===== src/rtl/reg_access_pkg.sv =====
// Shared encodings for the register access controller: command opcodes and FSM states.
package reg_access_pkg;

    typedef enum logic [1:0] {
        OP_READ  = 2'b00,
        OP_WRITE = 2'b01,
        OP_DUMP  = 2'b10,
        OP_RSVD  = 2'b11
    } op_e;

    typedef enum logic [1:0] {
        IDLE    = 2'b00,
        WRITE   = 2'b01,
        CAPTURE = 2'b10,
        RESP    = 2'b11
    } state_e;

endpackage


===== src/rtl/reg_access_ctrl_if.sv =====
// Command, response and register-file signals of the register access controller.
interface reg_access_ctrl_if
    import reg_access_pkg::*;
#(
    parameter int DATA_W = 32,
    parameter int ADDR_W = 5
) ();

    logic              cmd_valid;
    logic              cmd_ready;
    op_e               cmd_op;
    logic [ADDR_W-1:0] cmd_addr;
    logic [DATA_W-1:0] cmd_wdata;

    logic              rsp_valid;
    logic              rsp_ready;
    logic [ADDR_W-1:0] rsp_addr;
    logic [DATA_W-1:0] rsp_data;
    logic              rsp_last;
    logic              rsp_err;

    logic [ADDR_W-1:0] rf_rs1;
    logic [ADDR_W-1:0] rf_rd;
    logic [DATA_W-1:0] rf_wd;
    logic              rf_we;
    logic [DATA_W-1:0] rf_rd1;

    logic              busy;

    modport slave (
        input  cmd_valid, cmd_op, cmd_addr, cmd_wdata, rsp_ready, rf_rd1,
        output cmd_ready, rsp_valid, rsp_addr, rsp_data, rsp_last, rsp_err,
        output rf_rs1, rf_rd, rf_wd, rf_we, busy
    );

    modport master (
        output cmd_valid, cmd_op, cmd_addr, cmd_wdata, rsp_ready, rf_rd1,
        input  cmd_ready, rsp_valid, rsp_addr, rsp_data, rsp_last, rsp_err,
        input  rf_rs1, rf_rd, rf_wd, rf_we, busy
    );

endinterface


===== src/rtl/reg_access_ctrl.sv =====
// Sequences single reads/writes and full-file dumps against an external register file,
// returning one response per register touched.
module reg_access_ctrl
    import reg_access_pkg::*;
#(
    parameter int DATA_W = 32,
    parameter int ADDR_W = 5
) (
    input  logic              clk,
    input  logic              rst_n,
    reg_access_ctrl_if.slave  bus
);

    localparam logic [ADDR_W-1:0] LAST_IDX = '1;

    state_e            state_q;
    op_e               op_q;
    logic [ADDR_W-1:0] addr_q;
    logic [DATA_W-1:0] wdata_q;
    logic [DATA_W-1:0] data_q;

    logic              cmd_ready_q;
    logic              busy_q;
    logic              rsp_valid_q;
    logic              rsp_last_q;
    logic              rsp_err_q;
    logic [ADDR_W-1:0] rf_rs1_q;
    logic [ADDR_W-1:0] rf_rd_q;
    logic [DATA_W-1:0] rf_wd_q;
    logic              rf_we_q;

    // NOTE: all state and outputs update with <= in one clocked block; reset is sampled on
    // the clock edge only, so an aborted command leaves no pulse or response behind.
    always_ff @(posedge clk) begin
        if (!rst_n) begin
            state_q     <= IDLE;
            op_q        <= OP_READ;
            addr_q      <= '0;
            wdata_q     <= '0;
            data_q      <= '0;
            cmd_ready_q <= 1'b1;
            busy_q      <= 1'b0;
            rsp_valid_q <= 1'b0;
            rsp_last_q  <= 1'b0;
            rsp_err_q   <= 1'b0;
            rf_rs1_q    <= '0;
            rf_rd_q     <= '0;
            rf_wd_q     <= '0;
            rf_we_q     <= 1'b0;
        end else begin
            unique case (state_q)
                IDLE: begin
                    if (bus.cmd_valid && cmd_ready_q) begin
                        op_q        <= bus.cmd_op;
                        wdata_q     <= bus.cmd_wdata;
                        addr_q      <= (bus.cmd_op == OP_DUMP) ? '0 : bus.cmd_addr;
                        cmd_ready_q <= 1'b0;
                        busy_q      <= 1'b1;
                        rsp_err_q   <= 1'b0;
                        unique case (bus.cmd_op)
                            OP_READ, OP_DUMP: begin
                                state_q  <= CAPTURE;
                                rf_rs1_q <= (bus.cmd_op == OP_DUMP) ? '0 : bus.cmd_addr;
                            end
                            OP_WRITE: begin
                                state_q <= WRITE;
                                rf_rd_q <= bus.cmd_addr;
                                rf_wd_q <= bus.cmd_wdata;
                                // x0 is hardwired to zero: the write is acknowledged but never issued
                                rf_we_q <= (bus.cmd_addr != '0);
                            end
                            default: begin
                                state_q     <= RESP;
                                data_q      <= '0;
                                rsp_valid_q <= 1'b1;
                                rsp_last_q  <= 1'b1;
                                rsp_err_q   <= 1'b1;
                            end
                        endcase
                    end
                end
                WRITE: begin
                    state_q     <= RESP;
                    data_q      <= wdata_q;
                    rf_rd_q     <= '0;
                    rf_wd_q     <= '0;
                    rf_we_q     <= 1'b0;
                    rsp_valid_q <= 1'b1;
                    rsp_last_q  <= 1'b1;
                end
                CAPTURE: begin
                    state_q     <= RESP;
                    data_q      <= bus.rf_rd1;
                    rf_rs1_q    <= '0;
                    rsp_valid_q <= 1'b1;
                    rsp_last_q  <= (op_q != OP_DUMP) || (addr_q == LAST_IDX);
                end
                RESP: begin
                    if (bus.rsp_ready) begin
                        rsp_valid_q <= 1'b0;
                        rsp_last_q  <= 1'b0;
                        if (op_q == OP_DUMP && addr_q != LAST_IDX) begin
                            state_q  <= CAPTURE;
                            addr_q   <= addr_q + 1'b1;
                            rf_rs1_q <= addr_q + 1'b1;
                        end else begin
                            // Ready rises only after this edge, so no accept can share the handshake cycle
                            state_q     <= IDLE;
                            cmd_ready_q <= 1'b1;
                            busy_q      <= 1'b0;
                        end
                    end
                end
                default: state_q <= IDLE;
            endcase
        end
    end

    assign bus.cmd_ready = cmd_ready_q;
    assign bus.busy      = busy_q;
    assign bus.rsp_valid = rsp_valid_q;
    assign bus.rsp_addr  = addr_q;
    assign bus.rsp_data  = data_q;
    assign bus.rsp_last  = rsp_last_q;
    assign bus.rsp_err   = rsp_err_q;
    assign bus.rf_rs1    = rf_rs1_q;
    assign bus.rf_rd     = rf_rd_q;
    assign bus.rf_wd     = rf_wd_q;
    assign bus.rf_we     = rf_we_q;

endmodule


===== src/flat_wrapper.sv =====
// flat-port wrapper written by rule: the top's interface ports become plain ports
module reg_access_ctrl_flat import reg_access_pkg::*;
#(
    parameter int DATA_W = 32,
    parameter int ADDR_W = 5
)
  (clk, rst_n, bus_cmd_valid, bus_cmd_op, bus_cmd_addr, bus_cmd_wdata, bus_rsp_ready, bus_rf_rd1, bus_cmd_ready, bus_rsp_valid, bus_rsp_addr, bus_rsp_data, bus_rsp_last, bus_rsp_err, bus_rf_rs1, bus_rf_rd, bus_rf_wd, bus_rf_we, bus_busy);
  reg_access_ctrl_if #(.DATA_W(DATA_W), .ADDR_W(ADDR_W)) bus_i ();
  input  logic clk;
  input  logic rst_n;
  input wire logic [$bits(bus_i.cmd_valid)-1:0] bus_cmd_valid;
  input wire logic [$bits(bus_i.cmd_op)-1:0] bus_cmd_op;
  input wire logic [$bits(bus_i.cmd_addr)-1:0] bus_cmd_addr;
  input wire logic [$bits(bus_i.cmd_wdata)-1:0] bus_cmd_wdata;
  input wire logic [$bits(bus_i.rsp_ready)-1:0] bus_rsp_ready;
  input wire logic [$bits(bus_i.rf_rd1)-1:0] bus_rf_rd1;
  output wire logic [$bits(bus_i.cmd_ready)-1:0] bus_cmd_ready;
  output wire logic [$bits(bus_i.rsp_valid)-1:0] bus_rsp_valid;
  output wire logic [$bits(bus_i.rsp_addr)-1:0] bus_rsp_addr;
  output wire logic [$bits(bus_i.rsp_data)-1:0] bus_rsp_data;
  output wire logic [$bits(bus_i.rsp_last)-1:0] bus_rsp_last;
  output wire logic [$bits(bus_i.rsp_err)-1:0] bus_rsp_err;
  output wire logic [$bits(bus_i.rf_rs1)-1:0] bus_rf_rs1;
  output wire logic [$bits(bus_i.rf_rd)-1:0] bus_rf_rd;
  output wire logic [$bits(bus_i.rf_wd)-1:0] bus_rf_wd;
  output wire logic [$bits(bus_i.rf_we)-1:0] bus_rf_we;
  output wire logic [$bits(bus_i.busy)-1:0] bus_busy;
  assign bus_i.cmd_valid = bus_cmd_valid;
  assign bus_i.cmd_op = bus_cmd_op;
  assign bus_i.cmd_addr = bus_cmd_addr;
  assign bus_i.cmd_wdata = bus_cmd_wdata;
  assign bus_i.rsp_ready = bus_rsp_ready;
  assign bus_i.rf_rd1 = bus_rf_rd1;
  assign bus_cmd_ready = bus_i.cmd_ready;
  assign bus_rsp_valid = bus_i.rsp_valid;
  assign bus_rsp_addr = bus_i.rsp_addr;
  assign bus_rsp_data = bus_i.rsp_data;
  assign bus_rsp_last = bus_i.rsp_last;
  assign bus_rsp_err = bus_i.rsp_err;
  assign bus_rf_rs1 = bus_i.rf_rs1;
  assign bus_rf_rd = bus_i.rf_rd;
  assign bus_rf_wd = bus_i.rf_wd;
  assign bus_rf_we = bus_i.rf_we;
  assign bus_busy = bus_i.busy;
  reg_access_ctrl #(.DATA_W(DATA_W), .ADDR_W(ADDR_W)) u_core (.clk(clk), .rst_n(rst_n), .bus(bus_i));
endmodule

===== config.mk =====
export PLATFORM = sky130hd
export DESIGN_NAME = reg_access_ctrl_flat
export DESIGN_NICKNAME = d
export VERILOG_FILES = /design/src/rtl/reg_access_pkg.sv /design/src/rtl/reg_access_ctrl_if.sv /design/src/rtl/reg_access_ctrl.sv /design/src/flat_wrapper.sv
export SDC_FILE = /design/constraint.sdc
export NUM_CORES = 1
export LEC_CHECK = 0
export ABC_CLOCK_PERIOD_IN_PS = 2400
export CORE_MARGIN = 2
export CORE_UTILIZATION = 56
export CTS_CLUSTER_DIAMETER = 120
export DETAILED_ROUTE_END_ITERATION = 10
export DONT_BUFFER_PORTS = 1
export PLACE_DENSITY = 0.74
export SYNTH_ARGS = -nofsm -noshare
export SYNTH_HDL_FRONTEND = slang
export SYNTH_SLANG_ARGS = --single-unit

===== constraint.sdc =====
create_clock -name clk -period 2.4 [get_ports clk]
set_clock_uncertainty 0.15 [all_clocks]
set_input_delay 0.6 -clock clk [delete_from_list [all_inputs] [get_ports clk]]
set_output_delay 0.6 -clock clk [all_outputs]
set_load 0.02 [all_outputs]

==> run_results.csv <==
group,metric,value,unit
route,drtIter0Drc,280,
synth,synthArstFlopShare,0,
synth,synth_top_area_share,0.4991,
sta,setup_viol,0,
route,routed_wl,13200,um
setup_path,crit_slowest_cell,"or3b_4",
setup_path,critPathLaunchType,"flop",
placed_design,hpwlAfterDp,9110,um
cts,cts_tree,"yes",
route,drc_errors,0,
route,viasPerCell,6.124,
route,via_count,4232,
synth,yosysTopAreaCell,"dfxtp_1",
hold_path,hold_class,"primary input to flop",
setup_path,crit_path_max_fanout,5,
synth,synth_fp_nets,660,
floorplan,die_w,97.10,um
synth,synth_common_cells,"121 x dfxtp_1, 107 x nand2_1, 84 x a21oi_1",
sta,maxSlewViolCount,0,
finish,num_antenna_cells,0,
synth,ys_seq_elements,121,
floorplan,std_cell_rows,33,
sta,hold_viol_final,0,
placed_design,dp.cells,655,
global_routing,antenna_found_initial,0,
route,dr.pass1.iters,5,
synth,synth_cell_types,36,
pwr,power_density,1304,nW/um^2
floorplan,initial_utilization,0.5848,
route,antenna_left,0,
cts,cts_max_path_buffers,2,
global_routing,grt_start_max_net_pins,54,
floorplan,die_area,9427,um^2
floorplan,core_region_area,8299,um^2
global_routing,grt_overflow,0,
setup_path,path_cells,"ha_4, and3_4, ha_4, or3b_4, a2111oi_4, buf_6, buf_4, o21ai_0, a21oi_1",
global_routing,grt_pass1_wl,21110,um
placed_design,port_buffers,0,
setup_path,path_class,"flop to flop",
synth,syn_avg_cell_area,8.397,um^2
run_status,status,"complete, no violations",
placed_design,gp_congestion,0.9232,
sta,relSlewSlack,0.5850,
cts,clk_latency,0.51,ns
pwr,leakage,0.002069,uW
cts,cts_buffers,17,
finish,instances_no_fill,691,
synth,ys_warn_count,0,
global_routing,grtUsageTotal,0.2772,
synth,synthTopCellsByArea,"dfxtp_1 50%, a21oi_1 8.7%, nand2_1 8.3%, a22o_1 5.8%, a22oi_1 5.7%",
finish,final_util,0.6881,
synth,synth_most_common_cell,"dfxtp_1",
finish,nets,656,
synth,syn-instance-count,578,
setup_path,critical_path_required,2.69,ns
setup_path,slowest_delay,0.42,ns
sta,tightest_slew,0.6177,ns
global_routing,grt_pass1_vias,4059,
route,wl_per_cell,19.10,um
setup_path,worstSetupEndpointType,"flop",
pwr,total_power,7448,uW
synth,synth_seq_area_share,0.4991,
synth,ys.flop_type,"dfxtp_1",
finish,area_growth,17.66,%
sta,layout_worst_path_cycle_share,0.9849,
cts,htreeDepth,4,
sta,final.min_clock_period,2.364,ns
floorplan,io_pins,160,
cts,path_clk_slew,0.06,ns
synth,synth_edf_count,0,
cts,cts.sinks,121,
cts,root_buffer,"clkbuf_8",
setup_path,crit_path_frequent_cell,"ha_4",
job,max-cap-violations,0,
floorplan,die_h,97.10,um
finish,layout-drive-gt1-share,0.1212,
pwr,peakVddDrop,0.6171,mV
synth,synth_area,4853,um^2
sta,timing.fmax,423.0,MHz
setup_path,crit_arrival,2.65,ns
==> worst max-delay path, delay by kind of cell (launching register included) <==
kind	cells	cell delay, ns
and+or+nand+nor	2	0.60
DFF	1	0.34
AOI/OAI and AO/OA	3	0.61
buffers and inverters	2	0.28
adders and majority gates	2	0.31
==> cells by family (layout without fill, tap and decap cells) <==
logic type               count (synthesis)  in the layout  synth area share
flip-flops                             121            121            0.4991
XOR/XNOR                                 1              1          0.001805
multiplexers                             3              3          0.006187
AO/OA/AOI/OAI                          179            179            0.2462
adder cells (fa/ha/maj)                  7              7           0.01805
AND/OR/NAND/NOR                        212            212            0.1843
buffers and inverters                   55             63           0.04434
==> metal layers <==
layer,vias to the layer above,GRT usage,part of all wire
li1,2026,-,-
met1,1968,0.3852,0.44
met2,220,0.4012,0.44
met3,18,0.09928,0.11
met4,0,0.09317,0.014
met5,-,0,0
==> cells in the final DEF, fill, tap and decap left out, types with 2 or more instances in the layout <==
cell	count
clkbuf_8	4
clkinv_4	3
inv_1	4
ha_4	2
nor3_1	3
nand2b_1	3
a211oi_1	7
nor2_1	49
ha_1	4
clkinv_2	2
nand3_1	35
dfxtp_1	119
clkbuf_16	16
mux2i_1	3
dfxtp_2	2
a2111oi_0	2
o21ai_0	4
nor2b_1	4
a22o_1	32
bufinv_16	3
a21oi_1	83
buf_12	4
buf_4	20
a22oi_1	37
and2_1	3
nand2_1	107
clkinvlp_4	3
a211o_1	2
==> worst paths after layout <==
path | start | endpoint | slack [ns] | cells after the start
min | bus_cmd_wdata[0] | u_core.wdata_q[0]$_SDFFE_PN0P_ | 0.08 | 2
min reg2reg | u_core.wdata_q[24]$_SDFFE_PN0P_ | u_core.wdata_q[24]$_SDFFE_PN0P_ | 0.30 | 2
max | u_core.bus.rsp_addr[1]$_SDFFE_PN0P_ | u_core.bus.rsp_addr[3]$_SDFFE_PN0P_ | 0.04 | 9
max reg2reg | u_core.bus.rsp_addr[1]$_SDFFE_PN0P_ | u_core.bus.rsp_addr[3]$_SDFFE_PN0P_ | 0.04 | 9
==> through the flow <==
stage | TNS, ns | area (um^2) | worst slack [ns] | hold slack (ns)
floorplan | 0 | 4853 | 0.01829 | 0.2860
global placement | 0 | 5021 | 0.1504 | 0.2922
detailed placement | 0 | 5021 | 0.05483 | 0.2978
CTS | 0 | 5635 | 0.04576 | 0.05648
global route | -0.07727 | 5710 | -0.02424 | 0.06074
finish | 0 | 5710 | 0.03616 | 0.07719
==> power by group <==
part / total (uW) / leakage [uW] / switching [uW] / internal (uW)
sequential: 2760 / 0.000985 / 432 / 2330
clock: 2570 / 0.000286 / 906 / 1660
combinational: 2120 / 0.000799 / 1310 / 802
==> area by class of cell <==
class                      instances  area (um^2)
clock inverter                    10        143.9
clock buffer                      21        459.2
multi-input combinational        402         2275
fill                             674         2589
inverter                           5        20.02
tap                              105        131.4
sequential                       121         2425
timing repair buffer              27        256.5
==> what timing repair did <==
item,CTS,global route
hold buffers,1,0
endpoints found under the setup margin,1,6
setup buffers,0,3
gates cloned,0,1
hold endpoints to repair,1,0
resized for setup,1,11
pin swaps,0,4
==> sequential cells by signal, indices dropped and copies added, names as in the netlist <==
register,cells
u_core.bus.busy,1
u_core.bus.cmd_ready,1
u_core.bus.rf_rd,5
u_core.bus.rf_rs1,5
u_core.bus.rf_wd,32
u_core.bus.rf_we,1
u_core.bus.rsp_addr,5
u_core.bus.rsp_data,32
u_core.bus.rsp_err,1
u_core.bus.rsp_last,1
u_core.bus.rsp_valid,1
u_core.op_q,2
u_core.state_q,2
u_core.wdata_q,32
Note: power is estimated with default switching activity, not from simulation.
